**config.mk**
```make
export PLATFORM = sky130hd
export DESIGN_NAME = logic_shift_unit
export DESIGN_NICKNAME = d
export VERILOG_FILES = /design/src/rtl/logic_shift_unit.sv
export SDC_FILE = /design/constraint.sdc
export NUM_CORES = 1
export LEC_CHECK = 0
export CORE_MARGIN = 2
export CORE_UTILIZATION = 55
export CTS_CLUSTER_DIAMETER = 60
export DETAILED_ROUTE_END_ITERATION = 12
export GPL_TIMING_DRIVEN = 0
export PLACE_DENSITY_LB_ADDON = 0.3
export REMOVE_ABC_BUFFERS = 1
export SYNTH_ARGS = -nofsm -noshare
export SYNTH_HDL_FRONTEND = slang
export SYNTH_SLANG_ARGS = --single-unit
```
**constraint.sdc**
```tcl
create_clock -name clk_i -period 6.5 [get_ports clk_i]
set_clock_uncertainty 0.15 [all_clocks]
set_input_delay 0.975 -clock clk_i [delete_from_list [all_inputs] [get_ports clk_i]]
set_output_delay 0.975 -clock clk_i [all_outputs]
set_load 0.05 [all_outputs]
```
**src/rtl/logic_shift_unit.sv**
```systemverilog
// Logic/shift execution unit: single-cycle logic ops plus iterative STEP-bits-per-cycle
// shifts, with valid/ready handshakes on both sides and a held, registered result.
module logic_shift_unit #(
    parameter int WIDTH   = 32,
    parameter int STEP    = 1,
    parameter int SHAMT_W = $clog2(WIDTH)
) (
    input  logic               clk_i,
    input  logic               rst_i,
    input  logic               in_valid_i,
    output logic               in_ready_o,
    input  logic [2:0]         op_i,
    input  logic [WIDTH-1:0]   a_i,
    input  logic [WIDTH-1:0]   b_i,
    output logic               out_valid_o,
    input  logic               out_ready_i,
    output logic [WIDTH-1:0]   result_o,
    output logic               busy_o
);

    typedef enum logic [1:0] {
        IDLE  = 2'd0,
        SHIFT = 2'd1,
        DONE  = 2'd2
    } state_t;

    localparam logic [SHAMT_W:0] STEP_W = (SHAMT_W + 1)'(STEP);

    state_t               state_q;
    logic [WIDTH-1:0]     work_q;
    logic [WIDTH-1:0]     work_d;
    logic [SHAMT_W-1:0]   count_q;
    logic [SHAMT_W-1:0]   count_d;
    logic [1:0]           kind_q;
    logic [WIDTH-1:0]     result_q;
    logic                 out_valid_q;
    logic [WIDTH-1:0]     logic_res_s;
    logic [SHAMT_W:0]     step_s;
    logic                 is_shift_s;

    // Single-cycle logic function; shift opcodes are handled by the iterative path.
    always_comb begin
        logic_res_s = '0;
        case (op_i)
            3'b000:  logic_res_s = a_i ^ b_i;
            3'b001:  logic_res_s = ~a_i;
            3'b010:  logic_res_s = a_i | b_i;
            3'b011:  logic_res_s = a_i & b_i;
            3'b111:  logic_res_s = a_i & ~b_i;
            default: logic_res_s = '0;
        endcase
    end

    // One shift step: move by min(STEP, remaining count) bits.
    always_comb begin
        step_s = STEP_W;
        work_d = work_q;
        if ({1'b0, count_q} < STEP_W) begin
            step_s = {1'b0, count_q};
        end else begin
            step_s = STEP_W;
        end
        case (kind_q)
            2'b00:   work_d = work_q << step_s;
            2'b01:   work_d = work_q >> step_s;
            2'b10:   work_d = $unsigned($signed(work_q) >>> step_s);
            default: work_d = work_q;
        endcase
        count_d = count_q - step_s[SHAMT_W-1:0];
    end

    assign is_shift_s = op_i[2] & (op_i != 3'b111);

    // Control FSM with registered result and out_valid.
    always_ff @(posedge clk_i or posedge rst_i) begin
        if (rst_i) begin
            state_q     <= IDLE;
            work_q      <= '0;
            count_q     <= '0;
            kind_q      <= 2'b00;
            result_q    <= '0;
            out_valid_q <= 1'b0;
        end else begin
            case (state_q)
                IDLE: begin
                    if (in_valid_i) begin
                        if (is_shift_s) begin
                            work_q  <= a_i;
                            count_q <= b_i[SHAMT_W-1:0];
                            kind_q  <= op_i[1:0];
                            if (b_i[SHAMT_W-1:0] == '0) begin
                                result_q    <= a_i;
                                out_valid_q <= 1'b1;
                                state_q     <= DONE;
                            end else begin
                                state_q <= SHIFT;
                            end
                        end else begin
                            result_q    <= logic_res_s;
                            out_valid_q <= 1'b1;
                            state_q     <= DONE;
                        end
                    end
                end
                SHIFT: begin
                    work_q  <= work_d;
                    count_q <= count_d;
                    if (count_d == '0) begin
                        result_q    <= work_d;
                        out_valid_q <= 1'b1;
                        state_q     <= DONE;
                    end
                end
                DONE: begin
                    if (out_ready_i) begin
                        out_valid_q <= 1'b0;
                        state_q     <= IDLE;
                    end
                end
                default: begin
                    out_valid_q <= 1'b0;
                    state_q     <= IDLE;
                end
            endcase
        end
    end

    // in_ready drops immediately while reset is held.
    assign in_ready_o  = (state_q == IDLE) & ~rst_i;
    assign out_valid_o = out_valid_q;
    assign result_o    = result_q;
    assign busy_o      = (state_q != IDLE);

endmodule

```
==> impl_metrics.py <==
metrics = {
    "power": {
        "leakage_nw": 3.165,
        "pwr_density_cell_nw_per_um2": 474.2,
        "peakVddDrop_v": 0.0002963,
        "power_mw": 3.778,
    },
    "global_route": {
        "grt_max_degree": 75,
        "grt_pass1_vias": 6777,
        "grt.overflow.total": 0,
        "grt_first_pass_wirelength_mm": 32.10,
        "antenna_found_initial": 0,
        "grt_usage": 0.3011,
    },
    "critical_path": {
        "path_cells": "buf_4, buf_16, and2_1, nor3_1, a221oi_4, buf_8, buf_8, mux2_2",
        "critPathRequiredTime_ns": 6.57,
        "slowest_stage": "and2_1",
        "worstSetupPathType": "primary input to register",
        "crit_path_end_kind": "register",
        "critPathArrivalTime_ns": 4.60,
        "cp_num_buf_inv": 4,
        "critPathTopFamily": "simple AND/OR/NAND/NOR gates",
        "path_common_cell": "buf_8",
        "critPathMaxStageDelay_ns": 1.06,
        "path_max_fanout": 74,
        "startpoint_type": "primary input",
    },
    "sta": {
        "period_minus_slack_ns": 4.528,
        "finalSetupViolCount": 0,
        "fin_crit_sh": 0.6966,
        "rsz0062_at_grt": "false",
        "maxSlewViolCount": 0,
        "finalHoldViolCount": 0,
        "tightest_slew_ns": 1.310,
        "fin_setup_tns_ns": 0,
        "max_freq_mhz": 220.9,
        "max_slew_margin": 0.1266,
        "setup_slack_ns": 1.972,
    },
    "status": {
        "status": "complete, no violations",
    },
    "detailed_routing": {
        "drtAntennaViolNets": 0,
        "m1WireLength_mm": 7.731,
        "vias": 6774,
        "drc_errors": 0,
        "viasPerCell": 6.628,
        "drtPass1Iterations": 6,
        "top_layer_used": "met4",
        "wl_met3_mm": 1.429,
        "post_drt_wl_per_cell_um": 18.87,
        "wl_mm": 19.29,
        "first_iter_violations": 566,
        "met2_length_mm": 9.702,
    },
    "floorplan": {
        "ios": 106,
        "fp.dieW_um": 113.5,
        "die_area_um2": 12890,
        "rows": 40,
        "die_h_um": 113.5,
        "initial_utilization": 0.5563,
        "core-area_um2": 11860,
    },
    "layout": {
        "antenna_cells": 0,
        "synthToLayoutAreaGrowth_pct": 20.72,
        "fin_cells": 1022,
        "nets": 974,
        "final_util": 0.6716,
        "n_fill_cell": 965,
        "layout-drive-gt1-share": 0.08800,
        "multiInputGateArea_um2": 4089,
        "regArea_um2": 1852,
    },
    "synthesis": {
        "syn_avg_cell_area_um2": 8.067,
        "yosys.area.top_type": "dfrtp_1",
        "synthDistinctLibCells": 64,
        "async_flop_share": 1.000,
        "synth_edf_count": 0,
        "synth_top_area_frac": 0.2806,
        "ys_warn_count": 0,
        "ys_seq_area_frac": 0.2806,
        "synth_ff_type": "dfrtp_1",
        "synthTopCellsByArea": "dfrtp_1 (28%), ha_1 (6.3%), o211ai_1 (5.7%)",
        "syn_inst": 818,
        "ys_ff_latch": 74,
        "synth_area_um2": 6599,
    },
    "clock_tree": {
        "cts_made_buffers": 9,
        "clockRootBuffer": "clkbuf_16",
        "post_cts_buffers": 0,
        "cts_tree": "done",
        "post_cts_resized": 0,
        "cts.sinks": 74,
        "cts_buffer_depth": 2,
        "hold_buffers": 0,
        "htreeDepth": 3,
        "clkTransAtPathRegs_ns": 0.06,
        "clock_latency_ns": 0.34,
    },
    "flow_run": {
        "timing.max_cap.violations": 0,
    },
    "placement": {
        "dpl.cell_count": 1006,
        "gp_congestion": 0.8377,
        "dp_hpwl_mm": 12.76,
        "place_ws_ns": 1.710,
        "io_buffers": 105,
    },
    "worst_hold_path": {
        "hold_class": "register to register",
    },
}
-- worst register-to-register path, cell delays in order (launching register included) --
cell and delay (ns):
dfrtp_1 0.68, inv_1 0.96, nand2_1 0.28, a221oi_4 0.76, buf_8 0.24, buf_8 0.19, mux2_2 0.36
-- power breakdown --
part           switching [mW]  internal, mW
logic                    1.34         0.846
clock network           0.212         0.386
registers               0.299         0.696
total                    1.85          1.93
-- cell usage after synthesis, drive strengths merged, types with 3 or more instances --
library cell	instances
a211o	24
a211oi	19
a21boi	3
a21oi	49
a221oi	4
a22o	7
a31oi	25
a32oi	3
a41oi	20
and2	23
buf	20
clkbuf	48
dfrtp	74
dlygate4sd1	3
ha	33
inv	76
mux2	7
nand2	49
nand2b	5
nand3	34
nor2	91
nor3	4
nor3b	5
nor4	3
o211ai	50
o21a	6
o21ai	39
o221a	3
o221ai	10
o22ai	7
o32ai	26
or3	19
xnor2	6
-- path summary, 6_finish.rpt --
path / from / endpoint / slack (ns) / cells after the start
worst min-delay path: result_o[3] / result_o[3] / 0.36 / 1
min in group asynchronous: rst_i / out_valid_o / 0.89 / 2
worst max register to register: state_q[0] / result_o[1] / 2.77 / 6
max in group asynchronous: rst_i / work_q[16] / 4.73 / 3
worst min register to register: result_o[3] / result_o[3] / 0.36 / 1
worst max-delay path: op_i[0] / result_o[1] / 1.97 / 8
-- per-layer routing --
metal	vias to the layer above	global-route usage
li1	3143	-
met1	3246	0.3655
met2	340	0.5206
met3	45	0.06111
met4	0	0.1301
met5	-	0
-- logic make-up (layout without fill, tap and decap cells) --
logic type	after synthesis	in the layout	share of synthesized area
compound gates	306	306	0.3491
simple gates	239	239	0.1792
buf+inv	150	207	0.1022
flops	74	74	0.2806
fa+ha+maj	33	33	0.06257
mux	10	10	0.01839
xor+xnor	6	6	0.007964
-- sequential cells by signal, summed over array words and instances (netlist names) --
name,count
result_o,32
work_q,32
count_q,5
kind_q,2
state_q,2
out_valid_o,1
-- layout by cell type, fill, tap and decap left out, types with 13 or more instances in the layout --
cell type and n:
a31oi_1 25, a211o_1 23, nand3_1 34, a21oi_1 49, o32ai_1 26, inv_1 75, dfrtp_1 74, a41oi_2 14
and2_1 22, or3_4 13, o211ai_1 50, nor2_1 89, nand2_1 49, ha_1 33, clkdlybuf4s50_1 103, a211oi_1 19
o21ai_0 38
-- final cells by class --
class / count / area share
Multi-Input combinational cell: 594 / 0.5133
Sequential cell: 74 / 0.2324
Timing Repair Buffer: 113 / 0.1498
Inverter: 78 / 0.03707
Clock buffer: 10 / 0.03000
Tap cell: 147 / 0.02309
Clock inverter: 6 / 0.01429
-- through the flow --
| stage | area (µm²) | hold slack (ns) |
|---|---|---|
| 2_1_floorplan | 6217 | 0.3217 |
| 3_3_place_gp | 7452 | 0.3298 |
| 3_5_place_dp | 7614 | 0.3492 |
| 4_1_cts | 7966 | 0.3640 |
| 5_1_grt | 7966 | 0.3752 |
| 6_report | 7966 | 0.3604 |
(Power assumes the default switching activity.)
